File: config.mk
export PLATFORM = sky130hd
export DESIGN_NAME = pp_column_loader
export DESIGN_NICKNAME = d
export VERILOG_FILES = /design/src/rtl/pp_column_loader.sv
export SDC_FILE = /design/constraint.sdc
export NUM_CORES = 2
export LEC_CHECK = 0
export CELL_PAD_IN_SITES_DETAIL_PLACEMENT = 0
export CELL_PAD_IN_SITES_GLOBAL_PLACEMENT = 1
export CORE_AREA = 4 4 372 374
export CTS_CLUSTER_SIZE = 30
export DETAILED_ROUTE_END_ITERATION = 10
export DIE_AREA = 0 0 376 378
export PLACE_DENSITY = 0.8
export SYNTH_ARGS = -nofsm -noshare
export SYNTH_HDL_FRONTEND = slang
export SYNTH_SLANG_ARGS = --single-unit
File: constraint.sdc
create_clock -name clk -period 12.4 [get_ports clk]
set_input_delay 3.1 -clock clk [delete_from_list [all_inputs] [get_ports clk]]
set_output_delay 3.1 -clock clk [all_outputs]
set_load 0.02 [all_outputs]
File: src/rtl/pp_column_loader.sv
// Partial-product column loader for a WIDTH x WIDTH compressor tree: serially fills
// triangular column registers, waits LATENCY cycles, then captures and checks the result.
module pp_column_loader #(
  parameter  int WIDTH   = 26,
  parameter  int LATENCY = 0,
  parameter  int ERR_W   = 16,
  localparam int COLS    = 2*WIDTH-1,
  localparam int TOTAL   = WIDTH*WIDTH,
  localparam int RES_W   = 2*WIDTH,
  localparam int LCW     = $clog2(WIDTH+1)
) (
  input  logic             clk,
  input  logic             rst_n,
  input  logic             start,
  input  logic             shift_en,
  input  logic [COLS-1:0]  src_in,
  input  logic             ack,
  input  logic [RES_W-1:0] result_in,
  output logic [TOTAL-1:0] pp_flat,
  output logic [RES_W-1:0] res_q,
  output logic [RES_W-1:0] golden_q,
  output logic             done,
  output logic             mismatch,
  output logic             busy,
  output logic [LCW-1:0]   load_cnt,
  output logic [ERR_W-1:0] err_cnt
);

  typedef enum logic [1:0] {S_IDLE, S_LOAD, S_WAIT, S_DONE} state_t;

  function automatic int col_h(input int i);
    return (i+1 < 2*WIDTH-1-i) ? i+1 : 2*WIDTH-1-i;
  endfunction

  function automatic int col_off(input int i);
    int s;
    s = 0;
    for (int unsigned j = 0; j < i; j++) s += col_h(j);
    return s;
  endfunction

  function automatic logic [RES_W-1:0] popcnt(input logic [WIDTH-1:0] v);
    logic [RES_W-1:0] c;
    c = '0;
    for (int unsigned b = 0; b < WIDTH; b++) c += RES_W'(v[b]);
    return c;
  endfunction

  state_t                     state;
  logic [3:0]                 wait_cnt;
  logic [TOTAL-1:0]           pp_q;
  logic [TOTAL-1:0]           pp_shift;
  logic [COLS:0][RES_W-1:0]   acc;
  logic [RES_W-1:0]           golden;

  // Each column shifts independently; acc chains the weighted popcounts column by column.
  assign acc[0] = '0;
  for (genvar i = 0; i < COLS; i++) begin : g_col
    localparam int H   = col_h(i);
    localparam int OFF = col_off(i);
    if (H == 1) begin : g_h1
      assign pp_shift[OFF] = src_in[i];
    end else begin : g_hn
      assign pp_shift[OFF +: H] = {pp_q[OFF +: H-1], src_in[i]};
    end
    assign acc[i+1] = acc[i] + (popcnt(WIDTH'(pp_q[OFF +: H])) << i);
  end

  assign golden  = acc[COLS];
  assign pp_flat = pp_q;
  assign busy    = (state != S_IDLE);

  always_ff @(posedge clk or negedge rst_n) begin
    if (!rst_n) begin
      state    <= S_IDLE;
      wait_cnt <= '0;
      pp_q     <= '0;
      res_q    <= '0;
      golden_q <= '0;
      done     <= 1'b0;
      mismatch <= 1'b0;
      load_cnt <= '0;
      err_cnt  <= '0;
    end else if (start) begin
      state    <= S_LOAD;
      pp_q     <= '0;
      load_cnt <= '0;
      done     <= 1'b0;
      mismatch <= 1'b0;
    end else begin
      case (state)
        S_IDLE: begin
          if (shift_en) pp_q <= pp_shift;
        end
        S_LOAD: begin
          if (shift_en) begin
            pp_q     <= pp_shift;
            load_cnt <= load_cnt + LCW'(1);
            if (load_cnt == LCW'(WIDTH-1)) begin
              state    <= S_WAIT;
              wait_cnt <= '0;
            end
          end
        end
        S_WAIT: begin
          wait_cnt <= wait_cnt + 4'd1;
          if (wait_cnt == 4'(LATENCY)) begin
            res_q    <= result_in;
            golden_q <= golden;
            mismatch <= (result_in != golden);
            if ((result_in != golden) && (err_cnt != '1)) err_cnt <= err_cnt + ERR_W'(1);
            done     <= 1'b1;
            state    <= S_DONE;
          end
        end
        S_DONE: begin
          if (ack) begin
            done     <= 1'b0;
            mismatch <= 1'b0;
            state    <= S_IDLE;
          end
        end
        default: state <= S_IDLE;
      endcase
    end
  end

endmodule

## Word level (Yosys, flattened, before mapping)

Index checks and enable logic that the tools add are counted.

| operators by class | value |
|---|---|
| multiply operators | 0 |
| $add $sub $neg | 678 |
| magnitude comparators | 0 |
| reduce and logical (&&, ||, !) cells | 18 |
| divide/modulo/power cells | 0 |
| eq/ne operators | 12 |
| multiplexer cells | 22 |
| shift operators | 0 |
| bitwise logic cells | 1 |

Operators by type and width:

| kind | count |
|---|---|
| 676-bit 2-to-1 mux | 3 |
| 52-bit by 51-bit adder with 52-bit output | 25 |
| 12-bit by 1-bit adder with 13-bit output | 27 |
| 13-bit by 1-bit adder with 14-bit output | 25 |
| 11-bit by 1-bit adder with 12-bit output | 29 |
| 14-bit by 1-bit adder with 15-bit output | 23 |
| 10-bit by 1-bit adder with 11-bit output | 31 |
| 15-bit by 1-bit adder with 16-bit output | 21 |
| 9-bit by 1-bit adder with 10-bit output | 33 |
| 16-bit by 1-bit adder with 17-bit output | 19 |
| 8-bit by 1-bit adder with 9-bit output | 35 |
| 17-bit by 1-bit adder with 18-bit output | 17 |
| 7-bit by 1-bit adder with 8-bit output | 37 |
| 18-bit by 1-bit adder with 19-bit output | 15 |
| 6-bit by 1-bit adder with 7-bit output | 39 |
| 19-bit by 1-bit adder with 20-bit output | 13 |
| 5-bit by 1-bit adder with 6-bit output | 41 |
| 20-bit by 1-bit adder with 21-bit output | 11 |
| 4-bit by 1-bit adder with 5-bit output | 43 |
| 21-bit by 1-bit adder with 22-bit output | 9 |
| 3-bit by 1-bit adder with 4-bit output | 45 |
| 22-bit by 1-bit adder with 23-bit output | 7 |
| 2-bit by 1-bit adder with 3-bit output | 47 |
| 23-bit by 1-bit adder with 24-bit output | 5 |
| 57 further kinds | 131 |

| storage, ports and cells | value |
|---|---|
| bits in read-only memories | 0 |
| bits in writable memories | 0 |
| memories kept | 0 |
| word-level logic and storage cells | 740 |
| bits of input ports | 108 |
| bits in latches | 0 |
| register bits after elaboration | 809 |

## Longest topological paths before layout

| logic depth | value |
|---|---|
| depth after elaboration | 55 |
| depth in mapped cells | 42 |
| depth with buffers taken out | 39 |

## Worst setup path before layout

No wires, ideal clock.

| timing | value |
|---|---|
| kind | register to register |
| start | reg pp_q[264] (netlist: pp_flat[264]) |
| end | reg err_cnt[1] |
| data required time | 12,275 ps |
| clock period less this slack | 10,557 ps |
| data arrival time | 10,433 ps |
| path slack | 1,843 ps |
| stages on the path, launching flop included | 36 |
| path buffers | 2 |
| cell sequence | dfrtp_1 > inv_1 > fa_1 > inv_1 > fa_1 > inv_1 > fa_1 > fa_1 > fa_1 > fa_1 > fa_1 > xor2_1 > fa_1 > fa_1 > fa_1 > inv_1 > ha_1 > inv_1 > fa_1 > inv_1 > ha_1 > ha_1 > ha_1 > clkbuf_1 > a21oi_1 > o21a_1 > o221a_2 > o21ai_0 > or4b_1 > or3b_1 > or4_1 > nand4b_1 > or4_1 > buf_2 > nand3_2 > mux2_2 |

| between the ends | value |
|---|---|
| word-level cells in the longest chain between the ends | 44 |

RTL lines:

| item | line | RTL |
|---|---|---|
| start, declared | 51 | `logic [TOTAL-1:0] pp_q;` |
| start signal, assigned | 93 | `if (shift_en) pp_q <= pp_shift;` |
| start signal, assigned | 97 | `pp_q <= pp_shift;` |
| 11-bit by 1-bit adder with 12-bit output | 45 | `for (int unsigned b = 0; b < WIDTH; b++) c += RES_W'(v[b]);` |
| 12-bit by 1-bit adder with 13-bit output | 45 |  |
| 13-bit by 1-bit adder with 14-bit output | 45 |  |
| 14-bit by 1-bit adder with 15-bit output | 45 |  |
| 15-bit by 1-bit adder with 16-bit output | 45 |  |
| 16-bit by 1-bit adder with 17-bit output | 45 |  |
| 17-bit by 1-bit adder with 18-bit output | 45 |  |
| 18-bit by 1-bit adder with 19-bit output | 45 |  |
| [... 4 more ...] | n/a |  |
| 44-bit by 45-bit adder with 46-bit output | 66 | `assign acc[i+1] = acc[i] + (popcnt(WIDTH'(pp_q[OFF +: H])) << i);` |
| 46-bit by 47-bit adder with 48-bit output | 66 |  |
| 48-bit by 49-bit adder with 50-bit output | 66 |  |
| 50-bit by 51-bit adder with 52-bit output | 66 |  |
| 52-bit by 51-bit adder with 52-bit output (25 in series) | 66 |  |
| 52-bit != test | 111 | `if ((result_in != golden) && (err_cnt != '1)) err_cnt <= err_cnt + ERR_W'(1);` |
| 1-bit logical AND | 111 |  |
| 4-bit AND reduction (no source line) | n/a |  |
| end signal, assigned | 111 |  |
| end, declared | 26 | `output logic [ERR_W-1:0] err_cnt` |

No other way between the ends.
A chain may end at the register's enable or synchronous reset.

## Worst setup path after layout

| timing | value |
|---|---|
| start | reg pp_q[210] (netlist: pp_flat[210]) |
| end | reg err_cnt[1] |

| between the ends | value |
|---|---|
| word-level cells in the longest chain between the ends | 54 |

RTL lines:

| item | line |
|---|---|
| 1-bit by 1-bit adder with 2-bit output | 45 |
| 2-bit by 1-bit adder with 3-bit output | 45 |
| 3-bit by 1-bit adder with 4-bit output | 45 |
| 4-bit by 1-bit adder with 5-bit output | 45 |
| 5-bit by 1-bit adder with 6-bit output | 45 |
| 6-bit by 1-bit adder with 7-bit output | 45 |
| 7-bit by 1-bit adder with 8-bit output | 45 |
| 8-bit by 1-bit adder with 9-bit output | 45 |
| [... 14 more ...] | n/a |
| 44-bit by 45-bit adder with 46-bit output | 66 |
| 46-bit by 47-bit adder with 48-bit output | 66 |
| 48-bit by 49-bit adder with 50-bit output | 66 |
| 50-bit by 51-bit adder with 52-bit output | 66 |
| 52-bit by 51-bit adder with 52-bit output (25 in series) | 66 |
| 52-bit != test | 111 |
| 1-bit logical AND | 111 |
| 4-bit AND reduction (no source line) | n/a |

No other way between the ends.

==> impl_metrics.ini <==
[place]
gp_congestion = 0.894
port_buffers = 911
dpl_cell_area_um2 = 67000
post-dp-hpwl_mm = 141

[yosys]
synthAdderAreaFrac_pct = 29.3
synthesis.area_um2 = 56400
synth_edf_count = 0
yosysWarnings = 0
yosys.area.top_type_share_pct = 35.9
synth_most_common_cell = nand2_1
syn_nets = 7331
synth.avg_cell_area_um2 = 9.05
yosys.area_share.simple_pct = 13.0
synth_compound_area_share_pct = 9.55
synth_top_family_by_area = adder cells
yosys-top-cells-area = dfrtp_1 36%, fa_1 19%, nand2_1 11%, ha_1 10%, inv_1 7.5%
synth_cells = 6229
ys_seq_elements = 809
synthArstFlopShare_pct = 100
synth_common_cells = 1,667 x nand2_1, 1,119 x inv_1, 809 x dfrtp_1
synth_seq_area_share_pct = 35.9
ys_types = 73
synthXorXnorAreaFrac_pct = 2.80
synth.area.mux_share_pct = 0.0599
yosysTopAreaCell = dfrtp_1
ys.flop_type = dfrtp_1

[clock_tree]
numCtsBuffers = 100
ctsHoldBuffers = 0
postCtsSetupBuffers = 0
cts.path.max_buffers = 3
cts.sink_count = 809
clk_pin_slew_ns = 0.06
htreeDepth = 3
postCtsResizedCells = 0
cts_tree = built
cts-root-buf = clkbuf_16
clkLatencyLatePin_ns = 0.71

[global_route]
antenna_found_initial = 14
grt.total_usage_pct = 25.7
grt_pass1_wl_mm = 282
globalRoute.totalOverflow = 0
grt_pass1_vias = 45525
grt_max_degree = 197

[power_and_ir_drop]
finalPower_mw = 6.50
vdd_drop_max_mv = 0.0881
leakage_nw = 32.9
powerDensity_nw_per_um2 = 92.2

[critical_path]
cp_max_fo = 16
crit_path_frequent_cell = fa_1
worstPathRequired_ns = 12.98
path_buf_inv = 4
worstSetupStartpointType = flip-flop
cp_top_family = adder cells
end_kind = flip-flop
max_stage_delay_ns = 0.94
crit_type = reg -> reg
cp.arrival_ns = 12.27
slowest_stage = or4_1

[sta]
fin_worst_skew_ns = 0.0200
rsz0062_at_grt = false
whs_ns = 0.471
slew_headroom_pct = 23.1
setup_viol = 0
hold_viol_final = 0
fin_setup_tns_ns = 0
max_freq_ghz = 0.0856
post-route-min-period_ns = 11.69
tightestPinTransition_ns = 1.15
slew_violations = 0
period_share_pct = 94.2

[cells_and_area]
area_growth_pct = 25.1
final_area_um2 = 70500
fin_util_pct = 52.3
drive_gt1_share_pct = 3.14
fin_nets = 8094

[drt]
final_antenna_net_count = 0
routedWlPerCell_um = 20.6
routed-via-count = 44352
postRouteWirelength_mm = 183
drt_first_pass_iters = 6
dr.first_iter.drc_count = 3236
remaining_drc_errors = 0
routed_via_density = 5.01

[die]
die_y_um = 378
core-area_um2 = 135000
die-area_um2 = 142000
pin_count = 912
rows = 135
chipWidth_um = 376
start_util_pct = 41.8

[job]
max_cap_viol_count = 0

[min_path]
hold_class = reg -> reg

[run_status]
status = completed
==> logic make-up (layout without fill, tap and decap cells) <==
| group | after synthesis | count (layout) |
|---|---|---|
| mux | 3 | 3 |
| other cells | 0 | 4 |
| fa+ha+maj | 994 | 994 |
| flops | 809 | 809 |
| simple gates | 1854 | 1854 |
| buf+inv | 1402 | 2245 |
| xor+xnor | 173 | 173 |
| compound gates | 994 | 994 |
==> power by group <==
part | leakage, nW | switching [mW] | total [mW] | internal, mW
logic | 20.0 | 0.438 | 0.661 | 0.223
registers | 11.2 | 0.0317 | 2.70 | 2.67
clock network | 1.71 | 1.24 | 3.14 | 1.90
total | 32.9 | 1.71 | 6.50 | 4.79
==> tightest hold or removal path: cells and delay by family, from the launching register on <==
family | cells | cell delay (ns)
flops | 1 | 0.34
simple gates | 2 | 0.11
==> routing by layer <==
layer | part of all wire, % | wire [µm] | up-vias | track usage (%)
li1 | - | - | 20720 | -
met1 | 41 | 75100 | 22179 | 33.2
met2 | 48 | 88100 | 1239 | 42.9
met3 | 7.5 | 13700 | 210 | 6.31
met4 | 3.2 | 5900 | 4 | 7.65
met5 | 0.013 | 23 | - | 0
==> flip-flops by register name, indices dropped and copies added, names as in the netlist <==
register / flops
done: 1
res_q: 52
err_cnt: 16
golden_q: 52
load_cnt: 5
pp_flat: 676
state: 2
mismatch: 1
wait_cnt: 4
==> stage by stage <==
step | std cells | setup WS, ns
global placement | 8671 | 0.986
global route | 8854 | 0.285
floorplan | 6229 | 1.84
CTS | 8853 | 0.830
finish | 8857 | 0.714
detailed placement | 8671 | 0.903
==> final timing paths <==
kind	startpoint	end	slack [ns]	depth (start not counted)
min in group asynchronous	rst_n	done$_DFFE_PN0P_	2.39	1
worst min register to register	res_q[1]$_DFFE_PN0P_	res_q[1]$_DFFE_PN0P_	0.47	2
worst max register to register	pp_flat[210]$_DFFE_PN0P_	err_cnt[1]$_DFFE_PN0P_	0.71	32
max in group asynchronous	rst_n	pp_flat[400]$_DFFE_PN0P_	7.91	3
worst min-delay path	res_q[1]$_DFFE_PN0P_	res_q[1]$_DFFE_PN0P_	0.47	2
worst max-delay path	pp_flat[210]$_DFFE_PN0P_	err_cnt[1]$_DFFE_PN0P_	0.71	32
==> placed cells by master (no fill, tap or decap), types with 4 or more instances in the layout <==
cell type / count
nor2_1: 50
nand3_1: 15
nor4_1: 8
a21oi_1: 770
inv_1: 1119
a31oi_1: 5
nand4_1: 23
buf_12: 8
xnor2_1: 100
clkinv_2: 15
nor2b_1: 20
clkbuf_16: 102
xor2_1: 69
and2_1: 5
fa_1: 542
or2_2: 4
nor3_1: 10
ha_1: 452
nand2_1: 1667
diode_2: 4
nand3_2: 4
bufinv_16: 14
buf_4: 25
o21ai_0: 83
or4_1: 5
dfrtp_1: 809
clkinvlp_4: 5
and3_1: 8
nand2b_1: 11
o211ai_1: 7
a211oi_1: 7
clkbuf_1: 21
clkdlybuf4s50_1: 909
o21bai_1: 7
o21a_1: 13
clkbuf_8: 17
a21o_1: 63
==> layout make-up <==
cell class / count / area [µm²]
Inverter: 1119 / 4200
Sequential cell: 809 / 20200
Clock inverter: 42 / 639
Fill cell: 12339 / 64400
Timing Repair Buffer: 944 / 9480
Antenna cell: 4 / 10.0
Clock buffer: 140 / 2870
Tap cell: 1781 / 2230
Multi-Input combinational cell: 4018 / 30900
(Power assumes the default switching activity.)
